`src/rtl/riscv_com_rob.sv`:
```
// riscv_com_rob: in-order commit buffer with out-of-order writeback by tag.
// Retires up to COMMIT_W completed entries per cycle to register-file lanes;
// a faulting head entry raises com_exc and clears the buffer like a flush.
// Optional retired-instruction counter under `RISCV_COM_PERF_CNT_EN.
module riscv_com_rob #(
  parameter int XLEN     = 32,
  parameter int DEPTH    = 16,
  parameter int COMMIT_W = 2,
  parameter int AREG_W   = 5,
  parameter int TAG_W    = $clog2(DEPTH)
) (
  input  logic                         clk,
  input  logic                         rst_n,
  input  logic                         alloc_valid,
  input  logic [AREG_W-1:0]            alloc_rd_addr,
  output logic                         alloc_ready,
  output logic [TAG_W-1:0]             alloc_tag,
  input  logic                         wb_valid,
  input  logic [TAG_W-1:0]             wb_tag,
  input  logic [XLEN-1:0]              wb_data,
  input  logic                         wb_exc,
  input  logic                         flush,
  output logic [COMMIT_W-1:0]          rf_wen,
  output logic [COMMIT_W*AREG_W-1:0]   rf_waddr,
  output logic [COMMIT_W*XLEN-1:0]     rf_wdata,
  output logic [COMMIT_W-1:0]          com_valid,
  output logic                         com_exc,
  output logic [TAG_W-1:0]             com_exc_tag,
`ifdef RISCV_COM_PERF_CNT_EN
  output logic [63:0]                  retired_cnt,
`endif
  output logic [TAG_W:0]               rob_count
);

  localparam int PW = TAG_W + 1;

  logic [PW-1:0]       head, tail, count;
  logic [PW-1:0]       head_n, tail_n, count_n;
  logic [DEPTH-1:0]    busy, done, busy_n, done_n;
  logic [DEPTH-1:0]    exc_q;
  logic [AREG_W-1:0]   rd_q   [DEPTH];
  logic [XLEN-1:0]     data_q [DEPTH];

  logic [TAG_W-1:0]    lane_idx [COMMIT_W];
  logic [COMMIT_W-1:0] elig;
  logic [PW-1:0]       nret;
  logic                chain;
  logic                exc_head, alloc_fire, wb_fire;
  logic [COMMIT_W-1:0] rf_wen_n, com_valid_n;

  assign alloc_ready = (count != PW'(DEPTH));
  assign alloc_tag   = tail[TAG_W-1:0];
  assign rob_count   = count;
  assign alloc_fire  = alloc_valid && alloc_ready;
  assign wb_fire     = wb_valid && busy[wb_tag] && !done[wb_tag];
  assign exc_head    = busy[head[TAG_W-1:0]] && done[head[TAG_W-1:0]] &&
                       exc_q[head[TAG_W-1:0]];

  // Retire eligibility: contiguous run of clean completed entries from head
  always_comb begin
    elig  = '0;
    nret  = '0;
    chain = 1'b1;
    for (int unsigned i = 0; i < COMMIT_W; i++) begin
      lane_idx[i] = head[TAG_W-1:0] + TAG_W'(i);
      chain = chain && busy[lane_idx[i]] && done[lane_idx[i]] && !exc_q[lane_idx[i]];
      elig[i] = chain;
      nret = nret + PW'(chain);
    end
  end

  // Next control state: flush beats head exception beats normal operation
  always_comb begin
    busy_n      = busy;
    done_n      = done;
    head_n      = head;
    tail_n      = tail;
    count_n     = count;
    rf_wen_n    = '0;
    com_valid_n = '0;
    if (flush || exc_head) begin
      busy_n  = '0;
      done_n  = '0;
      head_n  = '0;
      tail_n  = '0;
      count_n = '0;
    end else begin
      for (int unsigned i = 0; i < COMMIT_W; i++) begin
        if (elig[i]) begin
          busy_n[lane_idx[i]] = 1'b0;
          done_n[lane_idx[i]] = 1'b0;
          com_valid_n[i]      = 1'b1;
          rf_wen_n[i]         = (rd_q[lane_idx[i]] != '0);
        end
      end
      // retiring entries are already done, so a writeback never hits them
      if (wb_fire) done_n[wb_tag] = 1'b1;
      if (alloc_fire) begin
        busy_n[tail[TAG_W-1:0]] = 1'b1;
        done_n[tail[TAG_W-1:0]] = 1'b0;
        tail_n = tail + PW'(1);
      end
      head_n  = head + nret;
      count_n = count + PW'(alloc_fire) - nret;
    end
  end

  // Control state and control outputs
  always_ff @(posedge clk or negedge rst_n) begin
    if (!rst_n) begin
      busy      <= '0;
      done      <= '0;
      head      <= '0;
      tail      <= '0;
      count     <= '0;
      rf_wen    <= '0;
      com_valid <= '0;
      com_exc   <= 1'b0;
    end else begin
      busy      <= busy_n;
      done      <= done_n;
      head      <= head_n;
      tail      <= tail_n;
      count     <= count_n;
      rf_wen    <= rf_wen_n;
      com_valid <= com_valid_n;
      com_exc   <= exc_head && !flush;
    end
  end

  // Entry payload and datapath outputs (no reset)
  always_ff @(posedge clk) begin
    if (!flush && !exc_head) begin
      if (alloc_fire) begin
        rd_q[tail[TAG_W-1:0]]  <= alloc_rd_addr;
        exc_q[tail[TAG_W-1:0]] <= 1'b0;
      end
      if (wb_fire) begin
        data_q[wb_tag] <= wb_data;
        exc_q[wb_tag]  <= wb_exc;
      end
      for (int unsigned i = 0; i < COMMIT_W; i++) begin
        if (elig[i]) begin
          rf_waddr[i*AREG_W +: AREG_W] <= rd_q[lane_idx[i]];
          rf_wdata[i*XLEN +: XLEN]     <= data_q[lane_idx[i]];
        end
      end
    end
    if (exc_head && !flush) com_exc_tag <= head[TAG_W-1:0];
  end

`ifdef RISCV_COM_PERF_CNT_EN
  logic [64:0] cnt_sum;
  logic [PW-1:0] cv_pop;

  // Saturating sum of lanes retired in the previous cycle
  always_comb begin
    cv_pop = '0;
    for (int unsigned i = 0; i < COMMIT_W; i++) cv_pop = cv_pop + PW'(com_valid[i]);
    cnt_sum = {1'b0, retired_cnt} + 65'(cv_pop);
  end

  // Retired-instruction counter
  always_ff @(posedge clk or negedge rst_n) begin
    if (!rst_n)          retired_cnt <= '0;
    else if (cnt_sum[64]) retired_cnt <= '1;
    else                 retired_cnt <= cnt_sum[63:0];
  end
`endif

endmodule

```
`config.mk`:
```
export PLATFORM = sky130hd
export DESIGN_NAME = riscv_com_rob
export DESIGN_NICKNAME = d
export VERILOG_FILES = /design/src/rtl/riscv_com_rob.sv
export SDC_FILE = /design/constraint.sdc
export NUM_CORES = 1
export LEC_CHECK = 0
export CAP_MARGIN = 40
export CORE_AREA = 2 2 238 240
export CTS_CLUSTER_SIZE = 12
export DETAILED_ROUTE_END_ITERATION = 6
export DIE_AREA = 0 0 240 242
export PLACE_DENSITY = 0.76
export SYNTH_ARGS = -nofsm -noshare
export SYNTH_HDL_FRONTEND = slang
export SYNTH_SLANG_ARGS = --single-unit
```
`constraint.sdc`:
```
create_clock -name clk -period 6.6 [get_ports clk]
set_input_delay 0.66 -clock clk [delete_from_list [all_inputs] [get_ports clk]]
set_output_delay 0.66 -clock clk [all_outputs]
set_load 0.005 [all_outputs]
```
==> flow_summary.ini <==
[status]
status = finished clean

[die]
die_area_um2 = 58100
die_w_um = 240
pin_count = 140
rows = 87
fp.dieH_um = 242
design.core.area_um2 = 55700
initial_core_util_pct = 60.1

[global_route]
grt_use_total_pct = 30.9
grt_pass1_vias = 19200
grt_max_degree = 58
grt.overflow.total = 0
antenna_found_initial = 0
grt_first_pass_wirelength_mm = 129

[detailed_routing]
firstDrtPassIters = 7
antenna_left = 0
vias_per_cell = 7.07
wire_per_inst_um = 32.8
num_vias = 18700
routed_wl_mm = 86.7
route.detailed.drc = 0
drt_iter0_drc = 2089

[sta]
hold_slack_ns = 0.197
rsz0062_at_grt = false
fmax_ghz = 0.194
finalSetupViolCount = 0
timing.final.crit_share_pct = 78.1
finalCriticalPeriod_ns = 5.15
setup_tns_ns = 0
hold_viol = 0
worst_pin_slew_ns = 0.908
drv_slew = 0
skew_ns = 0.0367
slew_headroom_pct = 39.4

[layout]
final_nets = 1917
area_growth_pct = 14.5
stdcell_area_um2 = 38400
layout-drive-gt1-share_pct = 29.9
final_util_pct = 68.8

[logic_synthesis]
synth_seq_cells = 736
syn-num-nets = 1748
synth_ff_type = edfxtp_1
synth_enable_flop_cells = 686
seq_area_frac_synth_pct = 65.2
synth-async-reset-ratio_pct = 6.79
syn_avg_cell_area_um2 = 20.0
ys_warn_count = 0
ys_types = 49
synth_area_um2 = 33500
syn_inst = 1677

[placement]
hpwl_mm = 53.5
gp_congestion = 0.964
io_buffers = 139
postPlaceCellArea_um2 = 36100

[worst_setup_path]
crit_required_ns = 6.91
crit_path_start_kind = flop
cp_data_arrival_time_ns = 5.46
r2r_start = head[0]
worstRegToRegCells = 10
path_class = flop to flop
end_kind = flop
critPathLaunch = head[0]
cp_max_fo = 51

[clock_tree]
worst_setup_hold_path_clk_slew_ns = 0.06
clock_sinks = 736
clk_latency_ns = 0.63
max-clock-path-buffers = 3
numCtsBuffers = 77
hold_buffers = 0
cts_root_buffer = clkbuf_16
cts_setup_buffers = 0
htree_levels = 3
cts_resized = 0
cts_tree = done

[run]
drv_cap = 0

[power_and_ir_drop]
ir_drop_mv = 0.241
power_density_nw_per_um2 = 247
p_leak_nw = 11.7

[hold_path]
hold_path.class = input port to async pin
## routing by layer
layer	GRT usage, %	routed length (um)	up-vias	share of wire [%]
met5	0	0	-	0
met4	9.65	2760	0	3.2
met3	5.25	7030	168	8.1
met2	49.9	43500	1055	50
met1	44.0	33400	9988	39
li1	-	-	7501	-
## cell type report
| cell class | count | area, um^2 |
|---|---|---|
| Multi-Input combinational cell | 808 | 11200 |
| Inverter | 20 | 75.1 |
| Tap cell | 756 | 946 |
| Fill cell | 3553 | 17400 |
| Antenna cell | 1 | 2.50 |
| Sequential cell | 736 | 21900 |
| Clock buffer | 95 | 2040 |
| Clock inverter | 27 | 233 |
| Timing Repair Buffer | 203 | 2040 |
## through the flow
step / power, mW / instances / setup WS [ns]
4_1_cts: 9.53 / 2645 / 1.45
3_3_place_gp: 5.57 / 2507 / 1.51
5_1_grt: 9.74 / 2645 / 1.13
3_5_place_dp: 5.58 / 2523 / 1.46
2_1_floorplan: 5.40 / 1677 / 0.978
6_report: 9.49 / 2646 / 1.45
## state kept, by name (all words and copies together), names as in the netlist
signal / cells
rd_q: 80
rf_waddr: 10
com_exc: 1
com_valid: 2
head: 4
rob_count: 5
done: 16
tail: 4
rf_wdata: 64
com_exc_tag: 4
rf_wen: 2
busy: 16
data_q: 512
exc_q: 16
## kinds of logic after synthesis
family,after synthesis,share of synthesized area (%)
AOI/OAI and AO/OA,124,2.16
xor gates and xnor gates,11,0.288
adders and majority gates,24,0.941
buffers and inverters,133,1.72
DFF,736,65.2
muxes,378,25.3
and+or+nand+nor,271,4.34
## report_power, final
group | total, mW | switching (mW) | internal (mW) | leakage [nW]
clock | 4.01 | 1.75 | 2.26 | 1.10
sequential | 5.16 | 0.0321 | 5.13 | 6.86
combinational | 0.325 | 0.198 | 0.127 | 3.74
total | 9.49 | 1.98 | 7.52 | 11.7
## cell usage after synthesis (26+ instances only)
cell	instances	area share, %
edfxtp_1	686	61
o21ai_0	56	0.84
buf_2	31	0.46
nor2_1	57	0.64
dfrtp_1	50	3.7
a21oi_1	32	0.48
nand3_1	34	0.51
mux4_2	375	25
nand2_1	55	0.62
nand4_1	26	0.49
clkbuf_1	52	0.58
## placed cells by master, fill, tap and decap left out, types with 8 or more instances in the layout
master,synthesis,layout
buf_4,6,48
edfxtp_1,686,686
inv_1,20,20
nor2b_1,14,14
a211oi_1,20,20
nor3_1,13,13
a21oi_1,32,32
and2_2,0,13
nand4_1,26,26
o21ai_0,56,56
clkinv_1,0,14
clkdlybuf4s50_1,0,138
nand3_1,34,34
nand2_1,55,55
nor2_1,57,52
nand2b_1,10,9
clkbuf_16,0,79
mux4_2,375,375
ha_1,22,21
nor4b_1,8,8
clkbuf_1,52,16
dfrtp_1,50,46
## worst max-delay path, cell delays in order (launching register included)
cell and delay [ns]:
dfrtp_4 0.59, buf_4 0.72, mux4_1 0.66, mux2i_1 0.25, nor2b_1 0.08, a22oi_1 0.28
nand2b_2 0.08, buf_4 0.34, inv_1 0.61, and2_2 0.82, buf_4 0.37
## final timing paths
kind / to / slack (ns)
max: data_q[12][16] / 1.45
min: rf_wen[0] / 0.20
max reg2reg: data_q[12][16] / 1.45
min reg2reg: busy[5] / 0.61
max in group asynchronous: head[0] / 5.80
min in group clk: busy[5] / 0.61
(Power assumes the default switching activity.)
